==> config.mk <==
export PLATFORM = sky130hd
export DESIGN_NAME = pwm2distance_decoder
export DESIGN_NICKNAME = d
export VERILOG_FILES = /design/src/rtl/pwm2distance_decoder.sv
export SDC_FILE = /design/constraint.sdc
export NUM_CORES = 1
export LEC_CHECK = 0
export ABC_AREA = 1
export CORE_ASPECT_RATIO = 1.4
export CORE_MARGIN = 4
export CORE_UTILIZATION = 57
export DETAILED_ROUTE_END_ITERATION = 12
export GPL_TIMING_DRIVEN = 0
export PLACE_DENSITY = 0.79
export SLEW_MARGIN = 20
export SYNTH_ARGS = -nofsm -noshare
export SYNTH_HDL_FRONTEND = slang
export SYNTH_SLANG_ARGS = --single-unit
==> constraint.sdc <==
create_clock -name clk -period 2.45 [get_ports clk]
set_input_delay 0.6125 -clock clk [delete_from_list [all_inputs] [get_ports clk]]
set_output_delay 0.6125 -clock clk [all_outputs]
set_load 0.05 [all_outputs]
==> src/rtl/pwm2distance_decoder.sv <==
// pwm2distance_decoder: recovers distance (high time) and period of a PWM line in enable ticks, flags a stuck line.
// Optional PWM_DECODE_AVG_EN: distance is the mean of 4 consecutive clipped high counts.
module pwm2distance_decoder #(
  parameter int WIDTH = 13,
  parameter int MAX_COUNT = 3000,
  parameter int TIMEOUT = 6002,
  parameter int INVERT = 0,
  localparam int PW = $clog2(TIMEOUT + 1)
) (
  input  logic             clk,
  input  logic             reset,
  input  logic             enable,
  input  logic             pwm_in,
  output logic [WIDTH-1:0] distance,
  output logic [PW-1:0]    period,
  output logic             valid,
  output logic             stuck
);
  typedef enum logic {WAIT_RISE, MEAS} state_t;
  localparam logic [WIDTH-1:0] MAXV = WIDTH'(MAX_COUNT);
  localparam logic [PW-1:0] TMO = PW'(TIMEOUT);
  state_t state, state_n;
  logic [1:0] sync;
  logic pwm_s, pwm_d, rise, tmo, valid_n, stuck_n;
  logic [PW-1:0] per_cnt, per_n, per_inc, period_n;
  logic [WIDTH-1:0] hi_cnt, hi_n, hi_inc, clip, distance_n;
`ifdef PWM_DECODE_AVG_EN
  logic [WIDTH+1:0] acc, acc_n, acc_sum;
  logic [1:0] avg_cnt, avg_cnt_n;
  assign acc_sum = acc + (WIDTH+2)'(clip);
`endif
  assign pwm_s = sync[1] ^ (INVERT != 0);
  assign rise = enable & pwm_s & ~pwm_d;
  assign per_inc = (per_cnt == TMO) ? per_cnt : per_cnt + PW'(1);
  assign hi_inc = (&hi_cnt) ? hi_cnt : hi_cnt + WIDTH'(1);
  // a rise on the timeout tick is a normal measurement, so rise masks tmo
  assign tmo = enable & ~rise & (per_inc == TMO);
  assign clip = (hi_cnt > MAXV) ? MAXV : hi_cnt;
  always_ff @(posedge clk or posedge reset)
    if (reset) begin
      state <= WAIT_RISE;
      sync <= '0;
      pwm_d <= 1'b0;
      per_cnt <= '0;
      hi_cnt <= '0;
      distance <= '0;
      period <= '0;
      valid <= 1'b0;
      stuck <= 1'b0;
    end else begin
      state <= state_n;
      sync <= {sync[0], pwm_in};
      if (enable) pwm_d <= pwm_s;
      per_cnt <= per_n;
      hi_cnt <= hi_n;
      distance <= distance_n;
      period <= period_n;
      valid <= valid_n;
      stuck <= stuck_n;
    end
`ifdef PWM_DECODE_AVG_EN
  always_ff @(posedge clk or posedge reset)
    if (reset) begin
      acc <= '0;
      avg_cnt <= '0;
    end else begin
      acc <= acc_n;
      avg_cnt <= avg_cnt_n;
    end
`endif
  always_comb begin
    state_n = state;
    per_n = per_cnt;
    hi_n = hi_cnt;
    distance_n = distance;
    period_n = period;
    valid_n = 1'b0;
    stuck_n = stuck;
`ifdef PWM_DECODE_AVG_EN
    acc_n = acc;
    avg_cnt_n = avg_cnt;
`endif
    if (rise) begin
      state_n = MEAS;
      per_n = PW'(1);
      hi_n = WIDTH'(1);
      stuck_n = 1'b0;
      // the first rise only opens a window; the partial period before it is discarded
      if (state == MEAS) begin
        period_n = per_cnt;
`ifdef PWM_DECODE_AVG_EN
        acc_n = (avg_cnt == 2'd3) ? '0 : acc_sum;
        avg_cnt_n = avg_cnt + 2'd1;
        valid_n = (avg_cnt == 2'd3);
        distance_n = (avg_cnt == 2'd3) ? WIDTH'(acc_sum >> 2) : distance;
`else
        valid_n = 1'b1;
        distance_n = clip;
`endif
      end
    end else if (tmo) begin
      state_n = WAIT_RISE;
      per_n = '0;
      hi_n = '0;
      stuck_n = 1'b1;
      valid_n = ~stuck;
      distance_n = pwm_s ? MAXV : '0;
      period_n = '0;
`ifdef PWM_DECODE_AVG_EN
      acc_n = '0;
      avg_cnt_n = '0;
`endif
    end else if (enable) begin
      per_n = per_inc;
      hi_n = pwm_s ? hi_inc : hi_cnt;
    end
  end
endmodule
# == Word-level counts from Yosys, hierarchy flattened ==
# Index checks and enable logic that the tools add are counted.
# classes
n_bitwise,7
muxes,24
eq_ne,4
add_sub_neg,2
n_lt_le_gt_ge,1
reduce_logical,6
# ops
operator,count
$mux 13,16
$add 13x1->13 const B,2
$eq 13x13->1 const B,2
$gt 13x12->1 const B,1
$reduce_and 13->1,1
$mux 12,1
$mux 1,7
$reduce_bool 3->1,2
$and 1x1->1,4
$ne 3x3->1 const B,1
$not 1->1,3
$reduce_and 3->1,1
$ne 2x2->1 const B,1
$reduce_and 2->1,1
$reduce_bool 2->1,1
# word_totals
word_cells,53
regBits,58
input_bits,4
out_inout_bits,28

# == Logic depth before layout (Yosys ltp) ==
# logic_depth
word_depth,7
mapped_depth,16
mapped_depth_nobuf,15

# == Worst setup path before layout ==
# No wires, ideal clock.
# synth_timing
path_type,input to register
startpoint,input enable
endpoint,register distance[0]
setup_ns,0.073
n_path_buf,3
stages,14
path_slack_ns,0.361
t_arrival_ns,2.016
cell_sequence,buf_2 -> nand2_1 -> nor2_4 -> inv_2 -> nand2_1 -> inv_2 -> nand3_1 -> nor2_1 -> nand2_2 -> buf_6 -> nand2_8 -> buf_12 -> nor2_2 -> a21oi_2
# synth_via
elab_chain_cells,7
word_cells_on_any_way,9
classes_between,eq/ne: 1; mux: 1; bitwise: 5; reduce/logical: 2
# synth_lines
item,line,rtl
"start, declared",12,"input logic enable,"
$and 1x1->1 (2 in a row),33,assign rise = enable & pwm_s & ~pwm_d;
$not 1->1,37,assign tmo = enable & ~rise & (per_inc == TMO);
$and 1x1->1 (2 in a row),37,
$reduce_bool 2->1 (no line),--,
$reduce_and 2->1 (no line),--,
"end signal, assigned",56,distance <= distance_n;
"end, declared",14,"output logic [WIDTH-1:0] distance,"
# Several ways; a longest one is shown, not always the timed one.
# A chain may end at the register's enable or synchronous reset.

# == Final worst setup path ==
# layout_timing
startpoint,register per_cnt[0]
endpoint,register period[5]
# layout_via
elab_chain_cells,6
word_cells_on_any_way,7
classes_between,add/sub: 1; eq/ne: 2; mux: 1; bitwise: 1; reduce/logical: 2
# layout_lines
item,line,rtl
"start, declared",25,"logic [PW-1:0] per_cnt, per_n, per_inc, period_n;"
"start signal, assigned",54,per_cnt <= per_n;
$add 13x1->13 or $eq 13x13->1 (tied branches),34,assign per_inc = (per_cnt == TMO) ? per_cnt : per_cnt + PW'(1);
$mux 13 (*),34,
$eq 13x13->1 (*),37,
$and 1x1->1 (*),37,
$reduce_bool 2->1 (no line) (*),--,
$reduce_and 2->1 (no line) (*),--,
"end signal, assigned",57,period <= period_n;
"end, declared",15,"output logic [PW-1:0] period,"
# Every way passes the cells marked *; elsewhere a longest branch is shown, timed or not.

==> flow_metrics.py <==
metrics = {
    "status": {
        "outcome": "complete, no violations",
    },
    "timing": {
        "slew_violations": 0,
        "clock_skew_ns": 0.008195,
        "post-route-min-period_ns": 2.213,
        "period_share_pct": 90.32,
        "clock.fmax_mhz": 451.9,
        "slew_headroom_pct": 52.49,
        "final-setup-viol-count": 0,
        "finalHoldViolations": 0,
        "worstMarginPinSlew_ns": 0.7127,
        "hold_ws_ns": 0.3535,
    },
    "setup_path": {
        "arrival_ns": 2.50,
        "cp.required_ns": 2.73,
        "crit_buf_inv": 3,
        "criticalPathCategory": "flop to flop",
        "cp_slowest_stage_delay_ns": 0.45,
        "critPathCapture": "period[5]",
        "r2r_end": "period[5]",
        "worst-path-max-fanout": 10,
        "path_depth": 13,
        "cp-end-kind": "flop",
        "rr_worst_depth": 13,
        "critPathSlowestCell": "dfrtp_2",
        "cp-start-kind": "flop",
        "crit_family": "simple AND/OR/NAND/NOR gates",
        "crit_path_start": "per_cnt[0]",
        "crit_chain": "ha_1, nand3_2, inv_2, nand2_1, xor2_1, nand2_1, nor2_2, nand2_2, buf_6, nand2_8, buf_6, nand3_1, nand2_1",
        "reg2reg_slack_ns": 0.24,
        "cpMostUsedCell": "nand2_1",
        "r2r-start": "per_cnt[0]",
    },
    "die": {
        "core_region_area_um2": 5236,
        "dieWidth_um": 70.36,
        "ioPinCount": 32,
        "initial_core_util_pct": 59.26,
        "num_rows": 31,
        "die_area_um2": 6705,
        "die_height_um": 95.30,
    },
    "placement": {
        "dp_hpwl_mm": 5.259,
        "routabilityCongestion": 0.9150,
        "placed_cells": 485,
        "port-buffer-count": 30,
        "placed_cell_area_um2": 3488,
    },
    "global_route": {
        "grt_usage_pct": 24.07,
        "grt_pass1_vias": 2781,
        "grt_max_degree": 59,
        "grt.overflow.total": 0,
        "grt_pass1_wl_mm": 12.46,
        "antenna_found_initial": 0,
    },
    "yosys": {
        "synth_cell_types": 29,
        "yosysTopAreaCell": "dfrtp_1",
        "synth_top_area_share_pct": 46.77,
        "synthCells": 389,
        "syn-num-nets": 397,
        "ys_warn_count": 0,
        "netlist_area_um2": 3103,
        "syn_avg_cell_area_um2": 7.977,
        "synth_area_leaders": "dfrtp_1, nand2_1, nand3_1",
        "yosysSeqAreaShare_pct": 46.77,
        "synth-seq-cells": 58,
    },
    "drt": {
        "firstDrtPassIters": 6,
        "antenna_left": 0,
        "drt_iter0_markers": 219,
        "postRouteWirelength_mm": 7.277,
        "vias": 2720,
        "drc": 0,
        "wl_per_cell_um": 14.58,
        "drt-vias-per-instance": 5.451,
    },
    "clocking": {
        "postCtsResizedCells": 0,
        "cts_tree": "yes",
        "htree_levels": 3,
        "clk_latency_ns": 0.35,
        "cts_sinks": 58,
        "ctsHoldBuffers": 0,
        "post_cts_buffers": 0,
        "cts_buffer_depth": 2,
        "clkTransAtPathRegs_ns": 0.06,
        "cts_root_buf": "clkbuf_8",
        "cts_inserted_buffers": 9,
    },
    "job": {
        "maxCapViolations": 0,
    },
    "finish": {
        "syn_to_final_growth_pct": 17.94,
        "final.fill_count": 432,
        "n_antenna_cell": 0,
        "fin_util_pct": 69.89,
        "finalNonFillerCells": 499,
        "multi_input_area_um2": 1381,
        "design_area_um2": 3660,
        "nNetsFinal": 438,
        "drive_gt1_share_pct": 12.70,
        "ff_latch_area_um2": 1454,
    },
    "min_path": {
        "hold_class": "flop to flop",
    },
    "power": {
        "powerDensity_nw_per_um2": 712.0,
        "power.total_mw": 2.606,
        "p_leak_nw": 1.821,
        "ir_drop_mv": 0.5315,
    },
}
## routing by layer
layer,global-route usage (%),wire length (um),up-vias
li1,-,-,1332
met1,25.65,2825,1300
met2,42.42,3862,63
met3,6.329,273,25
met4,14.54,315,0
met5,0,0,-
## where the power goes
| group | switching [mW] | total [mW] | internal (mW) |
|---|---|---|---|
| logic | 0.438 | 0.665 | 0.226 |
| clock network | 0.367 | 0.746 | 0.379 |
| registers | 0.127 | 1.19 | 1.07 |
## worst min-delay path by stage
stage / from / endpoint / slack [ns] / depth (start not counted)
floorplan: sync[0] / sync[1] / 0.33 / 0
global placement: sync[0] / sync[1] / 0.34 / 0
detailed placement: sync[0] / sync[1] / 0.34 / 0
CTS: sync[0] / sync[1] / 0.36 / 0
global route: sync[0] / sync[1] / 0.36 / 0
finish: sync[0] / sync[1] / 0.35 / 0
## layout by cell type (no fill, tap or decap), types with 11 or more instances in the layout
| cell type | n |
|---|---|
| dfrtp_1 | 56 |
| inv_1 | 40 |
| xor2_1 | 14 |
| nand4_1 | 16 |
| nor2_2 | 11 |
| o21ai_0 | 15 |
| nand2_1 | 105 |
| nor2_1 | 22 |
| nand3_1 | 53 |
| clkdlybuf4s50_1 | 30 |
## logic make-up after synthesis
logic type,synth area share (%)
xor+xnor,3.952
compound gates,6.573
simple gates,32.06
flops,46.77
buf+inv,9.032
fa+ha+maj,1.613
## flip-flops by register name, summed over array words and instances (netlist names)
register,cells
sync,2
hi_cnt,13
period,13
distance,13
pwm_d,1
state,1
stuck,1
valid,1
per_cnt,13
## cell usage after synthesis (all sizes together)
| master | count |
|---|---|
| a21boi | 1 |
| a21oi | 10 |
| buf | 11 |
| clkbuf | 4 |
| dfrtp | 58 |
| ha | 4 |
| inv | 46 |
| nand2 | 109 |
| nand3 | 55 |
| nand3b | 1 |
| nand4 | 16 |
| nor2 | 35 |
| nor3 | 1 |
| o211ai | 1 |
| o21ai | 17 |
| o22ai | 5 |
| o31ai | 1 |
| xor2 | 14 |
## layout make-up
cell class,instances,share of cell area (%)
clock inverters,3,0.4786
multi-input cells,270,37.74
inverters,46,4.786
flip-flops and latches,58,39.73
well taps,66,2.256
plain buffers,15,2.940
clock buffers,11,3.863
repair buffers,30,8.205
## through the flow
| stage | setup WS (ns) | setup TNS [ns] |
|---|---|---|
| 2_1_floorplan | 0.3607 | 0 |
| 3_3_place_gp | -0.6261 | -36.36 |
| 3_5_place_dp | -0.05008 | -0.8263 |
| 4_1_cts | 0.1588 | 0 |
| 5_1_grt | -0.02872 | -0.08377 |
| 6_report | 0.2371 | 0 |
Power figures use the tool's default switching activity.
